==> src/rtl/pipe_stage_reg_pkg.sv <==
// Shared types for the generic pipeline stage register: occupancy encodings
// that double as the control FSM state and the occ_out value.
package pipe_stage_reg_pkg;

  localparam int OCC_W = 2;

  typedef enum logic [OCC_W-1:0] {
    OCC_EMPTY = 2'd0,
    OCC_ONE   = 2'd1,
    OCC_FULL  = 2'd2
  } occ_e;

endpackage

==> src/rtl/pipe_data_slot.sv <==
// One pipeline entry: a valid bit plus its payload, loaded or cleared as a pair.
// Load wins over clear; a cleared slot always holds an all-zero payload.
module pipe_data_slot #(
  parameter int DATA_W = 64
) (
  input  logic              clk,
  input  logic              rst_n,
  input  logic              load,
  input  logic              clear,
  input  logic [DATA_W-1:0] d,
  output logic              valid,
  output logic [DATA_W-1:0] q
);

  // NOTE: the payload is reset as well as the valid bit, so downstream never
  // sees X on the data bus, even in cycles where valid is low.
  always_ff @(posedge clk or negedge rst_n) begin
    if (!rst_n) begin
      valid <= 1'b0;
      q     <= '0;
    end else if (load) begin
      valid <= 1'b1;
      q     <= d;
    end else if (clear) begin
      valid <= 1'b0;
      q     <= '0;
    end
  end

endmodule

==> src/rtl/pipe_stage_reg.sv <==
// Generic inter-stage pipeline register with valid/ready handshake,
// flush-with-bubble and an optional two-entry skid that registers ready_out.
module pipe_stage_reg #(
  parameter int              DATA_W       = 64,
  parameter logic [DATA_W-1:0] FLUSH_MASK = '0,
  parameter bit              BUBBLE_VALID = 1'b1,
  parameter bit              SKID         = 1'b1
) (
  input  logic              clk,
  input  logic              reset_n_in,
  input  logic              valid_in,
  output logic              ready_out,
  input  logic [DATA_W-1:0] data_in,
  input  logic              flush_in,
  output logic              valid_out,
  input  logic              ready_in,
  output logic [DATA_W-1:0] data_out,
  output logic [1:0]        occ_out
);

  import pipe_stage_reg_pkg::*;

  occ_e              state;
  occ_e              state_next;
  logic              ready_r;
  logic              ready_next;
  logic              acc;
  logic              emit;
  logic              main_load;
  logic              main_clear;
  logic [DATA_W-1:0] main_d;
  logic              skid_load;
  logic              skid_clear;
  logic              skid_valid;
  logic [DATA_W-1:0] skid_q;

  // ready_r is the registered ready with a skid; without one it only marks
  // that reset has been released, and the ready path is combinational.
  assign ready_out = SKID ? ready_r : (ready_r & (ready_in | ~valid_out));
  assign acc       = valid_in & ready_out;
  assign emit      = valid_out & ready_in;
  assign occ_out   = state;

  // NOTE: every signal driven here gets a default first, so no path through
  // the case statement can leave one unassigned and infer a latch.
  always_comb begin
    state_next = state;
    main_load  = 1'b0;
    main_clear = 1'b0;
    main_d     = data_in;
    skid_load  = 1'b0;
    skid_clear = 1'b0;

    if (flush_in) begin
      // A bubble keeps only the masked fields; an empty flush zeroes the slot.
      main_load  = BUBBLE_VALID;
      main_clear = !BUBBLE_VALID;
      main_d     = data_in & FLUSH_MASK;
      skid_clear = 1'b1;
      state_next = BUBBLE_VALID ? OCC_ONE : OCC_EMPTY;
    end else begin
      case (state)
        OCC_EMPTY: begin
          if (acc) begin
            main_load  = 1'b1;
            state_next = OCC_ONE;
          end
        end
        OCC_ONE: begin
          if (acc && emit) begin
            main_load = 1'b1;
          end else if (acc && SKID) begin
            skid_load  = 1'b1;
            state_next = OCC_FULL;
          end else if (emit) begin
            main_clear = 1'b1;
            state_next = OCC_EMPTY;
          end
        end
        OCC_FULL: begin
          if (emit && skid_valid) begin
            main_load  = 1'b1;
            main_d     = skid_q;
            skid_clear = 1'b1;
            state_next = OCC_ONE;
          end
        end
        default: begin
          main_clear = 1'b1;
          skid_clear = 1'b1;
          state_next = OCC_EMPTY;
        end
      endcase
    end

    ready_next = SKID ? (state_next != OCC_FULL) : 1'b1;
  end

  // NOTE: sequential state uses non-blocking assignments so every flop
  // samples values from before the edge, independent of statement order.
  always_ff @(posedge clk or negedge reset_n_in) begin
    if (!reset_n_in) begin
      state   <= OCC_EMPTY;
      ready_r <= 1'b0;
    end else begin
      state   <= state_next;
      ready_r <= ready_next;
    end
  end

  pipe_data_slot #(.DATA_W(DATA_W)) main (
    .clk   (clk),
    .rst_n (reset_n_in),
    .load  (main_load),
    .clear (main_clear),
    .d     (main_d),
    .valid (valid_out),
    .q     (data_out)
  );

  if (SKID) begin : g_skid
    pipe_data_slot #(.DATA_W(DATA_W)) skid (
      .clk   (clk),
      .rst_n (reset_n_in),
      .load  (skid_load),
      .clear (skid_clear),
      .d     (data_in),
      .valid (skid_valid),
      .q     (skid_q)
    );
  end else begin : g_no_skid
    assign skid_valid = 1'b0;
    assign skid_q     = '0;
  end

endmodule

==> config.mk <==
export PLATFORM = sky130hd
export DESIGN_NAME = pipe_stage_reg
export DESIGN_NICKNAME = d
export VERILOG_FILES = /design/src/rtl/pipe_stage_reg_pkg.sv /design/src/rtl/pipe_data_slot.sv /design/src/rtl/pipe_stage_reg.sv
export SDC_FILE = /design/constraint.sdc
export NUM_CORES = 1
export LEC_CHECK = 0
export CORE_MARGIN = 5
export CORE_UTILIZATION = 39
export CTS_BUF_LIST = sky130_fd_sc_hd__clkbuf_4 sky130_fd_sc_hd__clkbuf_8 sky130_fd_sc_hd__clkbuf_16
export CTS_CLUSTER_SIZE = 40
export DETAILED_ROUTE_END_ITERATION = 10
export PLACE_DENSITY = 0.7
export SYNTH_ARGS = -nofsm -noshare
export SYNTH_HDL_FRONTEND = slang
export SYNTH_HIERARCHICAL = 1
export SYNTH_SLANG_ARGS = --single-unit
==> constraint.sdc <==
create_clock -name clk -period 2.18 [get_ports clk]
set_input_delay 0.327 -clock clk [delete_from_list [all_inputs] [get_ports clk]]
set_output_delay 0.327 -clock clk [all_outputs]
set_load 0.01 [all_outputs]
==> impl_metrics.tcl <==
set metrics [dict create \
    min_path_cells 2 \
    dieArea_um2 18500 \
    path_clk_slew_ns 0.06 \
    wl_per_cell_um 21.0 \
    gp_congestion 0.780 \
    clkLatencyLatePin_ns 0.41 \
    setup-violations-final 0 \
    cts_root_buf "clkbuf_16" \
    cts_made_buffers 17 \
    design_area_um2 8360 \
    timing.final.crit_period_ns 2.01 \
    rsz0062_at_grt "no" \
    initial_utilization_pct 39.3 \
    synth_area_leader_cell "dfrtp_1" \
    grt_max_degree 57 \
    yosys-top-cells-area "dfrtp_1 54%, a22o_1 18%, nor4b_1 8.9%, a31o_1 6.5%, buf_6 4.0%" \
    drc 0 \
    max_freq_ghz 0.497 \
    dpl_cell_area_um2 7720 \
    fin_crit_sh_pct 92.2 \
    criticalPathCategory "reg -> out" \
    syn-num-nets 547 \
    fin_cells 828 \
    synth_area_um2 6200 \
    overflow 0 \
    dr.pass1.iters 5 \
    r2r_slack_ns 0.26 \
    fin_skew_ns 0.00926 \
    ys_seq_area_share_pct 53.6 \
    endpoint_kind "primary output" \
    r2r-end "main/q[11]$_DFFE_PN0P_" \
    yosysWarnings 6 \
    clkSinkCount 133 \
    area_growth_pct 34.8 \
    crit_buf_inv 2 \
    cp-start-kind "register" \
    synthCells 478 \
    worst-path-max-fanout 34 \
    fp.dieH_um 136 \
    drtIter0Drc 467 \
    synthDistinctLibCells 27 \
    final_nets 668 \
    grt_pass1_vias 5321 \
    hold_start "flush_in" \
    antenna_cells 0 \
    drive_above_1_share_pct 14.4 \
    dpl.cell_count 795 \
    required_ns 1.85 \
    portBuffers 136 \
    antenna_found_initial 0 \
    final_util_pct 53.0 \
    hold_end "occ_out[1]$_DFF_PN0_" \
    tritoncts "done" \
    clock_path_buffers 2 \
    placementRows 46 \
    cp.arrival_ns 1.68 \
    static-leakage-power_uw 0.00349 \
    final_common_cell "clkdlybuf4s50_1" \
    path_cells "buf_6, clkdlybuf4s50_1" \
    p_total_uw 6970 \
    reg2reg_depth 5 \
    ir_worst_vdd_mv 0.483 \
    hold_viol 0 \
    tightestPinTransition_ns 0.548 \
    drv_slew 0 \
    yosysTopAreaCellShare_pct 53.6 \
    relSlewSlack_pct 63.5 \
    p_per_area_nw_per_um2 833 \
    final_cell_mix "134 x clkdlybuf4s50_1, 132 x dfrtp_1, 128 x a22o_1" \
    vias 4970 \
    critPathMaxStageDelay_ns 0.60 \
    grt_pass1_wl_um 28200 \
    maxCapViolations 0 \
    worst_hold_slack_ns 0.263 \
    grt_usage_pct 19.1 \
    ios 137 \
    r2r-start "occ_out[1]$_DFF_PN0_" \
    die_w_um 136 \
    hp-class "in -> reg" \
    cp_slowest_cell "clkdlybuf4s50_1" \
    status "finished clean" \
    synth_area_per_cell_um2 13.0 \
    wl_um 17400 \
    h-tree-depth 4 \
    hpwlAfterDp_um 11200 \
    ant_nets 0 \
    crit_family "buffers and inverters" \
    synth-seq-cells 133 \
    via_per_inst 6.00 \
    coreArea_um2 15800 \
]
-- power by group --
part / internal, µW / switching (µW)
registers: 2670 / 127
clock network: 1950 / 1070
logic: 613 / 540
total: 5230 / 1740
-- worst max path at each step --
stage	end	cells after the start	from	slack [ns]
after floorplan	main/q[52]$_DFFE_PN0P_	7	occ_out[0]$_DFF_PN0_	0.15
after global placement	main/q[11]$_DFFE_PN0P_	6	ready_in	0.006
after detailed placement	main/q[11]$_DFFE_PN0P_	6	ready_in	-0.06
after CTS	occ_out[0]	2	occ_out[0]$_DFF_PN0_	0.05
after global routing	occ_out[0]	2	occ_out[0]$_DFF_PN0_	0.09
final	occ_out[0]	2	occ_out[0]$_DFF_PN0_	0.17
-- through the flow --
stage,worst slack [ns],setup TNS [ns]
2_1_floorplan,0.146,0
3_3_place_gp,0.00583,0
3_5_place_dp,-0.0626,-1.72
4_1_cts,0.0496,0
5_1_grt,0.0902,0
6_report,0.170,0
-- sequential cells by signal (all words and copies together), names as in the netlist --
name and cells:
occ_out 2, g_skid.skid/valid 1, main/valid 1, main/q 64, g_skid.skid/q 64, ready_out 1
-- metal layers --
layer  wire length [µm]  track usage, %  vias to the layer above
met1               7970            26.0                     2559
met3               1150            5.51                       28
li1                   -               -                     2170
met5                  0               0                        -
met4                290            5.49                        0
met2               7990            29.9                      213
-- Yosys cell counts (all sizes together) --
master,n
and4,1
a21boi,1
nand2,2
dfrtp,133
a21oi,2
nand4,2
a31oi,2
clkbuf,20
o311ai,1
a21o,3
buf,43
o21ai,1
inv,4
or2,1
a22o,128
a31o,64
nor4b,64
nor2,3
nor3b,1
o211ai,1
o31a,1
-- layout make-up --
class | count | area (µm²)
Fill cell | 1365 | 7410
Sequential cell | 133 | 3330
Multi-Input combinational cell | 278 | 2410
Timing Repair Buffer | 165 | 1710
Clock buffer | 19 | 447
Tap cell | 216 | 270
Clock inverter | 13 | 181
Inverter | 4 | 15.0
-- kinds of logic (layout without fill, tap and decap cells) --
group                  count (synthesis)  after routing  synth area share [%]
AO/OA/AOI/OAI                        204            204                  28.4
flip-flops                           133            133                  53.6
buffers and inverters                 67            201                  7.68
AND/OR/NAND/NOR                       74             74                  10.2
-- timing repair --
action,4_1_cts,5_1_grt
endpoints found under the hold margin,53,0
endpoints found under the setup margin,0,1
hold buffers,1,0
buffers inserted,0,0
resized for setup,0,1
Note: power is estimated with default switching activity, not from simulation.
